--- config.mk ---
export PLATFORM = sky130hd
export DESIGN_NAME = pwm_duty_meter
export DESIGN_NICKNAME = d
export VERILOG_FILES = /design/src/rtl/pwm_duty_meter.sv
export SDC_FILE = /design/constraint.sdc
export NUM_CORES = 1
export LEC_CHECK = 0
export CAP_MARGIN = 40
export CORE_UTILIZATION = 55
export CTS_CLUSTER_SIZE = 28
export DETAILED_ROUTE_END_ITERATION = 10
export GPL_ROUTABILITY_DRIVEN = 0
export PLACE_DENSITY = 0.74
export SYNTH_ARGS = -nofsm -noshare
export SYNTH_HDL_FRONTEND = slang
export SYNTH_SLANG_ARGS = --single-unit
--- constraint.sdc ---
create_clock -name clk -period 10.6 [get_ports clk]
set_clock_uncertainty 0.2 [all_clocks]
set_input_delay 2.65 -clock clk [delete_from_list [all_inputs] [get_ports clk]]
set_output_delay 2.65 -clock clk [all_outputs]
set_load 0.01 [all_outputs]
--- src/rtl/pwm_duty_meter.sv ---
// PWM duty meter: measures period, high time and integer duty percentage of an
// asynchronous PWM input. Flags a lost signal and captures dropped while a divide is busy.
module pwm_duty_meter #(
  parameter int CNT_W   = 25,
  parameter int TIMEOUT = 2_000_000
) (
  input  logic             clk,
  input  logic             rst,
  input  logic             pwm_in,
  output logic [CNT_W-1:0] period,
  output logic [CNT_W-1:0] high_time,
  output logic [6:0]       duty_pct,
  output logic             meas_valid,
  output logic             no_signal,
  output logic             overrun
);

  localparam int               REM_W = CNT_W + 7;
  localparam logic [CNT_W-1:0] TO    = CNT_W'(TIMEOUT);
  localparam logic [CNT_W-1:0] TO_M1 = CNT_W'(TIMEOUT - 1);

  typedef enum logic [1:0] {IDLE, MEASURE, DIVIDE} state_t;

  state_t             state;
  logic               s1, s2, d;
  logic [CNT_W-1:0]   cnt, hi;
  logic [CNT_W-1:0]   p_cap, h_cap;
  logic [REM_W-1:0]   rem;
  logic [6:0]         q;
  logic [2:0]         it;

  logic               rise;
  logic               timeout_hit;
  logic               do_report;
  logic               take_bit;
  logic [REM_W-1:0]   shifted;
  logic [REM_W-1:0]   rem_next;
  logic [6:0]         q_next;
  logic [CNT_W-1:0]   cnt_inc, hi_inc;

  // NOTE: every always_comb output gets a default first, so no path can leave
  // a signal unassigned and infer a latch.
  always_comb begin
    rise        = s2 & ~d;
    cnt_inc     = (cnt == TO) ? cnt : cnt + CNT_W'(1);
    hi_inc      = (s2 && cnt != TO) ? hi + CNT_W'(1) : hi;
    // Fires on the edge where cnt would become TIMEOUT.
    timeout_hit = (cnt == TO_M1);
    do_report   = 1'b0;
    if (!rise && timeout_hit) begin
      if (state == MEASURE)                  do_report = 1'b1;
      else if (state == IDLE && !no_signal)  do_report = 1'b1;
    end
    shifted  = REM_W'(p_cap) << it;
    take_bit = (rem >= shifted);
    rem_next = take_bit ? rem - shifted : rem;
    q_next   = q | (7'(take_bit) << it);
  end

  // NOTE: all state is updated with non-blocking assignments; later assignments
  // in this block deliberately override earlier ones in the same cycle.
  always_ff @(posedge clk) begin
    if (rst) begin
      state      <= IDLE;
      s1         <= 1'b0;
      s2         <= 1'b0;
      d          <= 1'b0;
      cnt        <= '0;
      hi         <= '0;
      p_cap      <= '0;
      h_cap      <= '0;
      rem        <= '0;
      q          <= '0;
      it         <= '0;
      period     <= '0;
      high_time  <= '0;
      duty_pct   <= '0;
      meas_valid <= 1'b0;
      no_signal  <= 1'b0;
      overrun    <= 1'b0;
    end else begin
      s1         <= pwm_in;
      s2         <= s1;
      d          <= s2;
      meas_valid <= 1'b0;

      // Counters restart on every rise, whether it is captured or dropped.
      if (rise) begin
        cnt <= CNT_W'(1);
        hi  <= CNT_W'(1);
      end else begin
        cnt <= cnt_inc;
        hi  <= hi_inc;
      end

      case (state)
        IDLE: begin
          if (rise) state <= MEASURE;
        end
        MEASURE: begin
          if (rise) begin
            p_cap <= cnt;
            h_cap <= hi;
            rem   <= REM_W'(hi) * REM_W'(100);
            q     <= '0;
            it    <= 3'd6;
            state <= DIVIDE;
          end else if (timeout_hit) begin
            state <= IDLE;
          end
        end
        DIVIDE: begin
          rem <= rem_next;
          q   <= q_next;
          it  <= it - 3'd1;
          if (it == 3'd0) begin
            period     <= p_cap;
            high_time  <= h_cap;
            duty_pct   <= q_next;
            meas_valid <= 1'b1;
            no_signal  <= 1'b0;
            if (rise) begin
              // Final iteration is free, so a rise here starts the next divide.
              p_cap <= cnt;
              h_cap <= hi;
              rem   <= REM_W'(hi) * REM_W'(100);
              q     <= '0;
              it    <= 3'd6;
            end else begin
              state <= MEASURE;
            end
          end else if (rise) begin
            overrun <= 1'b1;
          end
        end
        default: state <= IDLE;
      endcase

      if (do_report) begin
        period     <= '0;
        high_time  <= '0;
        duty_pct   <= s2 ? 7'd100 : 7'd0;
        meas_valid <= 1'b1;
        no_signal  <= 1'b1;
      end
    end
  end

endmodule

Word-level counts from Yosys, hierarchy flattened
Index checks and enable logic that the tools add are counted.
W data, S select, Z words.
Cells by class
  reductions and logical operators: 19
  $add $sub $neg: 4
  shift-type cells: 2
  order comparisons: 1
  mux-type cells: 42
  multiply operators: 1
  equal/unequal tests: 11
  bitwise gates (word level): 4
Operators with widths (number)
  $mux W32: 4
  $mux W25: 4
  $pmux W25 S2: 2
  $pmux W32 S2: 1
  $add A25 B1 Y25 const B: 2
  $eq A25 B21 Y1 const B: 2
  $mux W7: 7
  $ge A32 B32 Y1: 1
  $shl A25 B3 Y32: 1
  $sub A32 B32 Y32: 1
  $mul A25 B5 Y30 const B: 1
  $ne A25 B21 Y1 const B: 1
  $pmux W7 S2: 1
  $mux W1: 13
  $mux W2: 5
  $ne A2 B2 Y1 const B: 5
  $mux W3: 3
  $reduce_and A2 Y1: 4
  $reduce_bool A2 Y1: 4
  $or A7 B7 Y7: 1
  $shl A1 B3 Y7: 1
  $pmux W2 S3: 1
  $pmux W3 S2: 1
  $reduce_and A4 Y1: 1
  other kinds (12): 17
Word-level totals
  register bits after elaboration: 207

Depth between registers and ports, before layout
Gate-level depths: netlist (run 1).
  depth after elaboration: 7
  depth in mapped cells: 19

Worst setup path after synthesis (run 1)
No wires, ideal clock.
  path type: register to register
  start point: register it[0]
  end point: register rem[17]
  path slack: 6.142 ns
  buffers on the path: 4
  data required time: 10.272 ns
  stages on the path, launching flop included: 17
  period minus slack after synthesis: 4.458 ns
  setup time: 0.128 ns
  data arrival time: 4.130 ns
  path through: dfxtp_1 -> clkbuf_1 -> buf_1 -> mux4_2 -> mux2i_1 -> ha_1 -> a21o_1 -> a221o_1 -> a31oi_4 -> a31oi_4 -> a31oi_2 -> o211a_1 -> buf_6 -> nor2_4 -> buf_6 -> a222oi_1 -> nor2_1
On the way
  longest elaborated chain between the ends: 6
  elaborated cells on any way between the ends: 8
  those cells by class: add/sub (1); order compare (1); shift (1); mux (4); reduce/logical (1)
RTL lines
  start, declared: RTL line 30  | logic [2:0] it;
  start signal, assigned: RTL line 115  | it <= it - 3'd1;
  $shl A25 B3 Y32: RTL line 54  | shifted = REM_W'(p_cap) << it;
  $sub A32 B32 Y32 / $ge A32 B32 Y1 (equally long branches): RTL line 56, 55
  $mux W32: RTL line 56  | rem_next = take_bit ? rem - shifted : rem;
  $mux W32: RTL line 122  | if (rise) begin
  $mux W32 *: RTL line 116  | if (it == 3'd0) begin
  $pmux W32 S2 *: RTL line 96  | case (state)
  end signal, assigned: RTL line 104  | rem <= REM_W'(hi) * REM_W'(100);
  end signal, assigned: RTL line 113  | rem <= rem_next;
  end signal, assigned: RTL line 126  | rem <= REM_W'(hi) * REM_W'(100);
  end, declared: RTL line 28  | logic [REM_W-1:0] rem;
Every way passes the cells marked *; elsewhere a longest branch is shown, timed or not.
A chain may end at the register's enable or synchronous reset.

Worst setup path in the final report (run 1)
  start point: register it[2]
  end point: register rem[17]
Same word-level chain as after synthesis.

==> results of run 1 <==
==> layer usage <==
metal,wire length [µm],global-route usage (%),vias up
met5,0,0,-
met4,1058,9.290,0
met3,2461,2.861,61
met2,14660,43.62,370
met1,15710,40.14,5358
li1,-,-,5570
==> power by group <==
group | total (µW) | switching (µW) | internal (µW)
clock network | 790 | 333 | 457
logic | 131 | 84.3 | 46.7
registers | 788 | 6.02 | 782
total | 1710 | 423 | 1290
==> layout by cell type (no fill, tap or decap), types with 13 or more instances in the layout <==
master / count
sky130_fd_sc_hd__nor3_1: 26
sky130_fd_sc_hd__a211oi_1: 18
sky130_fd_sc_hd__and3_1: 18
sky130_fd_sc_hd__ha_1: 115
sky130_fd_sc_hd__a21oi_1: 174
sky130_fd_sc_hd__nand3_1: 35
sky130_fd_sc_hd__o21ai_0: 44
sky130_fd_sc_hd__xnor2_1: 50
sky130_fd_sc_hd__a31oi_1: 19
sky130_fd_sc_hd__inv_1: 113
sky130_fd_sc_hd__clkdlybuf4s50_1: 61
sky130_fd_sc_hd__mux2i_1: 30
sky130_fd_sc_hd__dfxtp_1: 206
sky130_fd_sc_hd__nor2b_1: 13
sky130_fd_sc_hd__mux4_2: 19
sky130_fd_sc_hd__clkbuf_16: 23
sky130_fd_sc_hd__nand2_1: 276
sky130_fd_sc_hd__buf_4: 13
sky130_fd_sc_hd__nand4_1: 14
sky130_fd_sc_hd__xor2_1: 46
sky130_fd_sc_hd__nor2_1: 118
sky130_fd_sc_hd__a21o_1: 26
sky130_fd_sc_hd__fa_1: 21
==> layout make-up <==
type,instances,share of cell area (%)
repair buffers,77,5.303
well taps,319,2.729
multi-input cells,1193,55.62
clock inverters,8,0.6159
clock buffers,33,4.465
inverters,114,2.925
flip-flops and latches,207,28.34
==> cell families after synthesis <==
family	count (synthesis)	synth area share, %
XOR/XNOR	96	6.442
AND/OR/NAND/NOR	538	17.89
flip-flops	207	31.75
adder cells (fa/ha/maj)	136	14.25
buffers and inverters	200	6.059
AO/OA/AOI/OAI	374	18.03
multiplexers	49	5.580
==> through the flow <==
step | cell area [µm²] | hold WS [ps] | power (µW)
after CTS | 14630 | 226.9 | 1716
final | 14630 | 224.6 | 1709
after detailed placement | 13880 | 225.6 | 931.0
after global routing | 14630 | 254.4 | 1757
after floorplan | 13050 | 213.8 | 902.7
after global placement | 13820 | 222.7 | 928.9
==> path summary, 6_finish.rpt <==
| path | to | slack (ps) | depth (start not counted) |
|---|---|---|---|
| setup / recovery | rem[17]$_SDFFE_PP0P_ | 5440 | 14 |
| hold / removal | s2$_SDFF_PP0_ | 220 | 1 |
| setup reg to reg | rem[17]$_SDFFE_PP0P_ | 5440 | 14 |
| hold reg to reg | s2$_SDFF_PP0_ | 220 | 1 |
==> registers in the layout (all words and copies together) (netlist names) <==
register / cells
rem: 32
cnt: 25
h_cap: 25
hi: 25
high_time: 25
p_cap: 25
period: 25
duty_pct: 7
q: 7
it: 3
state: 2
d: 1
meas_valid: 1
no_signal: 1
overrun: 1
s1: 1
s2: 1
==> results.ini, run 1 <==
[outcome]
outcome=finished, final reports clean

[synth]
syn_nets=1739
synth-seq-cells=207
ys.flop_type=sky130_fd_sc_hd__dfxtp_1
synth-edff-count=0
synthCells=1600
synthArstFlopShare_pct=0
post_synth_main_area_contributors=sky130_fd_sc_hd__dfxtp_1 32%, sky130_fd_sc_hd__ha_1 11%, sky130_fd_sc_hd__nand2_1 8.0%
synthTopCellsByCount=278 x sky130_fd_sc_hd__nand2_1, 207 x sky130_fd_sc_hd__dfxtp_1, 174 x sky130_fd_sc_hd__a21oi_1
yosys.area.top_type=sky130_fd_sc_hd__dfxtp_1
ys_types=70
synth_largest_type_area_fraction_pct=31.75
post-synth-top-count-cell=sky130_fd_sc_hd__nand2_1
avgSynthCellArea_um2=8.157
synth-warning-count=0
syn-cell-area_mm2=0.01305
seq_area_frac_synth_pct=31.75

[die]
num_io_pins=63
horiz_die_dim_um=156.0
die_area_mm2=0.02435
initial_cell_density_of_the_core_pct=55.77
fp-row-count=56
coreArea_mm2=0.02340
die_h_um=156.0

[setup_path]
critPathArrivalTime_ps=5400
kind_of_capture_point_of_the_worst_setup_path=flop
cp_common_cell=sky130_fd_sc_hd__a31oi_4
critical-path-slowest-cell=sky130_fd_sc_hd__dfxtp_1
cpLargestDelayFamily=compound AO/OA/AOI/OAI gates
worstSetupPathType=reg2reg
timing.critical_path.buf_inv=3
critical_path.max_stage_delay_ps=850
cp_cell_sequence=clkinv_1 > buf_16 > mux2i_1 > ha_1 > a21o_1 > a221o_1 > a31oi_4 > a31oi_4 > a31oi_2 > o211ai_1 > buf_4 > o21ai_1 > a222oi_1 > nor2_1
cp_max_fo=22
timing.critical_path.from=it[2]$_SDFFE_PP0P_
cp-start-kind=flop
reg2reg_from=it[2]$_SDFFE_PP0P_
cp.required_ps=10840

[clock_network]
cts-root-buf=sky130_fd_sc_hd__clkbuf_16
clock_latency_ps=540
max-clock-path-buffers=3
cts_hold_repair.buffers=0
cts.clk_slew.worst_paths_ps=70
cts_tree=yes
cts_buffers=23
cts_htree_levels=1
clock_sinks=207
post_cts.resized_instances=0
cts_setup_buffers=0

[layout]
drive_gt1_share_pct=5.760
finalNonFillerCells=1951
flow.area_growth_from_synthesis_pct=12.08
area.sequential_mm2=0.004145
antenna_cells_inserted=0
multi_input_comb_area_mm2=0.008137
post-route-util_pct=62.51
fillCellCount=2124
final_net_count=1755

[sta]
post-route-period-util_pct=48.65
tightest_slew_ps=882.7
final_critical_path_setup_slack_ps=5443
fmax_mhz=193.9
timing.setup.tns_ps=0
final_critical_path_time_including_i_o_delays_and_setup_ps=5157
grt_setup_unrepaired=false
timing.slew.headroom_pct=41.15
final-max-slew-violation-count=0
timing_hold_violations_final=0
setup_viol=0

[routing]
drtAntennaViolNets=0
wire_per_inst_um=17.37
routed_wirelength_um=33880
via_count=11360
post_drt_via_cell_ratio=5.822
drt-initial-drc-count=953
drcViolationCount=0
detail_route.first_pass.iterations=5

[global_routing]
antenna_violations_before_repair=0
grt_start_max_net_pins=59
global_route_wire_length_before_repair_um=54940
global_route.usage.total_pct=27.93
first_global_vias=10690
overflow_left_after_global_routing=0

[placement]
port-buffer-count=62
instance_count_after_placement_with_tap_cells_included=1910
place_worst_setup_slack_ps=5629
place.detailed.hpwl_um=25130

[pwr]
cellPowerDensity_mw_per_mm2=116.8
ir_drop_mv=0.1234
leakage_uw=0.006141

[hold_path]
worst_hold_startpoint=s1$_SDFF_PP0_
timing.hold.worst.class=reg2reg

[job]
cap_violations=0

Power figures use the tool's default switching activity.
==> run 2: changes to the inputs <==
==> constraint.sdc (replaced) <==
create_clock -name clk -period 4.9 [get_ports clk]
set_clock_uncertainty 0.2 [all_clocks]
set_input_delay 1.225 -clock clk [delete_from_list [all_inputs] [get_ports clk]]
set_output_delay 1.225 -clock clk [all_outputs]
set_load 0.01 [all_outputs]
==> results.ini, run 2 (synthesized netlist as in run 1, its figures left out) <==
[outcome]
outcome=finished with violations
failing_checks=DRC

[layout]
post-route-util_pct=62.91
flow.area_growth_from_synthesis_pct=12.81
most-common-layout-cells=276 x sky130_fd_sc_hd__nand2_1, 206 x sky130_fd_sc_hd__dfxtp_1, 174 x sky130_fd_sc_hd__a21oi_1
drive_gt1_share_pct=6.334
mostFrequentLayoutCell=sky130_fd_sc_hd__nand2_1
largest_register_ff_count=32
final_net_count=1763
regMostFlops=rem
antenna_cells_inserted=0

[sta]
final_critical_path_setup_slack_ps=378.1
tightest_slew_ps=876.5
timing.slew.headroom_pct=41.57
timing.setup.tns_ps=0
setup_viol=0
fmax_mhz=221.1
post-route-period-util_pct=92.28
grt_setup_unrepaired=false
final_critical_path_time_including_i_o_delays_and_setup_ps=4522
final-max-slew-violation-count=0
fin_worst_hold_slack_ps=241.9
timing_hold_violations_final=0

[placement]
place.detailed.hpwl_um=25150
port-buffer-count=62
place_worst_setup_slack_ps=202.6

[clock_network]
cts_setup_buffers=0
cts_buffers=24
cts_tree=yes
clock_latency_ps=520
cts_htree_levels=1
cts_hold_repair.buffers=0
cts.clk_slew.worst_paths_ps=60
max-clock-path-buffers=3
post_cts.resized_instances=0
cts-root-buf=sky130_fd_sc_hd__clkbuf_16
clock_sinks=207

[die]
num_io_pins=63
initial_cell_density_of_the_core_pct=55.77
horiz_die_dim_um=156.0
die_area_mm2=0.02435
fp-row-count=56
die_h_um=156.0
coreArea_mm2=0.02340

[setup_path]
worstSetupPathType=reg2reg
cp_max_fo=28
critical_path.max_stage_delay_ps=530
cp-start-kind=flop
critPathArrivalTime_ps=4690
kind_of_capture_point_of_the_worst_setup_path=flop
cpLargestDelayFamily=compound AO/OA/AOI/OAI gates
cp_cell_sequence=buf_12 > mux4_2 > mux2i_1 > ha_1 > and2_4 > a221o_1 > a31oi_4 > a31oi_4 > a31oi_2 > o211a_1 > nor2_4 > a222oi_1 > nor2_1
critical-path-slowest-cell=sky130_fd_sc_hd__mux4_2
timing.critical_path.buf_inv=1
cp.required_ps=5060
cp_common_cell=sky130_fd_sc_hd__a31oi_4

[global_routing]
first_global_vias=10760
global_route.usage.total_pct=28.43
overflow_left_after_global_routing=0
grt_start_max_net_pins=82
global_route_wire_length_before_repair_um=55930
antenna_violations_before_repair=0

[pwr]
ir_drop_mv=0.2971
design_power_total_uw=3798
cellPowerDensity_mw_per_mm2=257.9
leakage_uw=0.006192

[routing]
detail_route.first_pass.iterations=10
routed_wirelength_um=34230
drtAntennaViolNets=0
post_drt_via_cell_ratio=5.883
via_count=11540
wire_per_inst_um=17.46
drcViolationCount=1
drt-initial-drc-count=882

[job]
cap_violations=0

[hold_path]
timing.hold.worst.class=reg2reg

run 2: worst reg2reg max path: cells and delay by family, from the launching register on:
| family | cells | cell delay [ps] |
|---|---|---|
| AO/OA/AOI/OAI | 6 | 1850 |
| adder cells (fa/ha/maj) | 1 | 320 |
| buffers and inverters | 1 | 250 |
| flip-flops | 1 | 490 |
| multiplexers | 2 | 740 |
| AND/OR/NAND/NOR | 3 | 530 |
run 2: area by class of cell:
class	instances	area, µm²
multi-input combinational	1193	8137
tap	319	399.1
clock buffer	34	678.2
clock inverter	10	127.6
sequential	207	4145
timing repair buffer	84	808.3
fill	2069	8680
inverter	114	427.9
run 2: layer usage:
| metal | track usage (%) | share of wire, % |
|---|---|---|
| met1 | 40.35 | 45 |
| met3 | 5.639 | 9.6 |
| met4 | 9.570 | 3.2 |
| met2 | 42.84 | 42 |
| met5 | 0 | 0 |
run 2: report_power, final:
part / internal, µW / switching (µW) / total, µW
registers: 1690 / 11.0 / 1700
logic: 101 / 188 / 290
clock network: 1080 / 726 / 1810
run 2: through the flow:
step / area [µm²] / instances
2_1_floorplan: 13050 / 1600
3_3_place_gp: 13870 / 1914
3_5_place_dp: 13900 / 1916
4_1_cts: 14700 / 1960
5_1_grt: 14720 / 1961
6_report: 14720 / 1961
run 2: worst paths after layout:
check,start,to,slack (ps),cells after the start
worst max register to register,it[0]$_SDFFE_PP0P_,rem[6]$_SDFFE_PP0P_,380,13
worst min register to register,s1$_SDFF_PP0_,s2$_SDFF_PP0_,240,1
worst max-delay path,it[0]$_SDFFE_PP0P_,rem[6]$_SDFFE_PP0P_,380,13
worst min-delay path,s1$_SDFF_PP0_,s2$_SDFF_PP0_,240,1
==> run 3: changes to the inputs <==
--- a/config.mk
+++ b/config.mk
@@ -7,6 +7,7 @@
 export LEC_CHECK = 0
 export CAP_MARGIN = 40
 export CORE_UTILIZATION = 55
+export CTS_CLUSTER_DIAMETER = 200
 export CTS_CLUSTER_SIZE = 28
 export DETAILED_ROUTE_END_ITERATION = 10
 export GPL_ROUTABILITY_DRIVEN = 0
==> results.ini, run 3 (synthesized netlist as in run 1, its figures left out) <==
[die]
horiz_die_dim_um=156.0
die_h_um=156.0
die_area_mm2=0.02435
fp-row-count=56
coreArea_mm2=0.02340
initial_cell_density_of_the_core_pct=55.77
num_io_pins=63

[setup_path]
r2r_slack_ps=370
worst_reg2reg_path_endpoint=rem[5]$_SDFFE_PP0P_
cp_max_fo=24
kind_of_capture_point_of_the_worst_setup_path=flop
cp-endpoint=rem[5]$_SDFFE_PP0P_
cp-start-kind=flop
worstSetupPathType=reg2reg
critPathArrivalTime_ps=4670
cp.required_ps=5040
reg2reg_depth=15
timing.critical_path.from=it[0]$_SDFFE_PP0P_
reg2reg_from=it[0]$_SDFFE_PP0P_

[pwr]
combPwrFrac_pct=9.8
switchingPower_uw=754.0
internal-power_uw=2210
ir_drop_mv=0.2655
swShare_pct=25.44
leakage_uw=0.005944
seq_pwr_share_pct=57.4
cellPowerDensity_mw_per_mm2=208.6
p_clk_share_pct=32.8

[sta]
final-max-slew-violation-count=0
timing_hold_violations_final=0
fmax_mhz=220.9
post-route-period-util_pct=92.38
final_critical_path_time_including_i_o_delays_and_setup_ps=4527
grt_setup_unrepaired=false
timing.setup.tns_ps=0
timing.slew.headroom_pct=40.67
setup_viol=0
tightest_slew_ps=890.0

[outcome]
outcome=finished with violations
failing_checks=DRC

[clock_network]
cts_setup_buffers=0
cts_htree_levels=1
cts_buffers=11
cts_tree=yes
cts.clk_slew.worst_paths_ps=110
cts-root-buf=sky130_fd_sc_hd__clkbuf_16
clock_sinks=207
max-clock-path-buffers=3
cts_hold_repair.buffers=0
post_cts.resized_instances=0
clock_latency_ps=490

[placement]
port-buffer-count=62
place.detailed.hpwl_um=25150

[routing]
post_drt_via_cell_ratio=5.865
drt-initial-drc-count=883
drcViolationCount=1
drtAntennaViolNets=0
routed_wirelength_um=33450
via_count=11310
wire_per_inst_um=17.34
detail_route.first_pass.iterations=8

[global_routing]
overflow_left_after_global_routing=0
antenna_violations_before_repair=0
grt_start_max_net_pins=82
first_global_vias=10490
global_route_wire_length_before_repair_um=54600
global_route.usage.total_pct=27.80

[job]
cap_violations=0

[layout]
largest_register_ff_count=32
most-common-layout-cells=276 x sky130_fd_sc_hd__nand2_1, 206 x sky130_fd_sc_hd__dfxtp_1, 174 x sky130_fd_sc_hd__a21oi_1
post-route-util_pct=60.73
antenna_cells_inserted=0
flow.area_growth_from_synthesis_pct=8.897
drive_gt1_share_pct=4.845
regMostFlops=rem
mostFrequentLayoutCell=sky130_fd_sc_hd__nand2_1
final_net_count=1750

[hold_path]
timing.hold.worst.class=reg2reg

run 3: cell count changes in the layout (fill, tap and decap cells not counted), sizes merged:
| cell | change |
|---|---|
| bufinv | -2 |
| clkbuf | -23 |
| clkinv | -6 |
| clkinvlp | -1 |
run 3: power by group through the flow:
stage / Combinational [µW] / Clock, µW / Sequential [µW]
global route: 316 / 1040 / 1700
CTS: 283 / 990 / 1700
finish: 290 / 973 / 1700
global placement: 277 / 0 / 1740
detailed placement: 279 / 0 / 1740
floorplan: 218 / 0 / 1730
run 3: worst min path at each step:
stage	start	end	slack, ps	cells after the start
3_5_place_dp	s1$_SDFF_PP0_	s2$_SDFF_PP0_	230	1
4_1_cts	h_cap[9]$_SDFFE_PP0P_	high_time[9]$_SDFFE_PP0P_	240	2
3_3_place_gp	s1$_SDFF_PP0_	s2$_SDFF_PP0_	220	1
6_report	h_cap[9]$_SDFFE_PP0P_	high_time[9]$_SDFFE_PP0P_	240	2
2_1_floorplan	s1$_SDFF_PP0_	s2$_SDFF_PP0_	210	1
5_1_grt	s1$_SDFF_PP0_	s2$_SDFF_PP0_	260	1
run 3: per-layer routing:
metal	wire length (µm)	track usage, %	vias to the layer above
li1	-	-	5541
met1	15650	39.97	5302
met2	14010	41.48	401
met3	2699	5.389	70
met4	1093	9.150	0
met5	0	0	-
run 3: cell type report:
| type | count | area [µm²] |
|---|---|---|
| inverter | 114 | 427.9 |
| multi-input combinational | 1193 | 8137 |
| fill | 2132 | 9190 |
| tap | 319 | 399.1 |
| clock buffer | 11 | 275.3 |
| timing repair buffer | 84 | 808.3 |
| clock inverter | 1 | 20.02 |
| sequential | 207 | 4145 |
run 3: worst max-delay path: stages (launching register included):
cell                       delay (ps)
sky130_fd_sc_hd__dfxtp_2          440
sky130_fd_sc_hd__buf_12           210
sky130_fd_sc_hd__nor3_1           360
sky130_fd_sc_hd__and2_1           190
sky130_fd_sc_hd__ha_1             160
sky130_fd_sc_hd__inv_1             50
sky130_fd_sc_hd__fa_1             420
sky130_fd_sc_hd__a211oi_1         380
sky130_fd_sc_hd__o211ai_2         170
sky130_fd_sc_hd__a31oi_4          300
sky130_fd_sc_hd__a31oi_4          170
sky130_fd_sc_hd__a31oi_2          190
sky130_fd_sc_hd__o211a_1          510
sky130_fd_sc_hd__nor2_4           240
sky130_fd_sc_hd__a222oi_1         330
sky130_fd_sc_hd__nor2_1            70
run 3: stage by stage:
step | setup slack (ps) | instance area, µm² | hold slack, ps | cells | power [µW]
4_1_cts | 177.0 | 14190 | 239.0 | 1928 | 2974
5_1_grt | 110.0 | 14210 | 260.9 | 1929 | 3062
6_report | 373.4 | 14210 | 236.6 | 1929 | 2964
3_3_place_gp | 279.4 | 13870 | 223.9 | 1914 | 2016
3_5_place_dp | 202.6 | 13900 | 229.4 | 1916 | 2018
2_1_floorplan | 442.5 | 13050 | 213.8 | 1600 | 1953
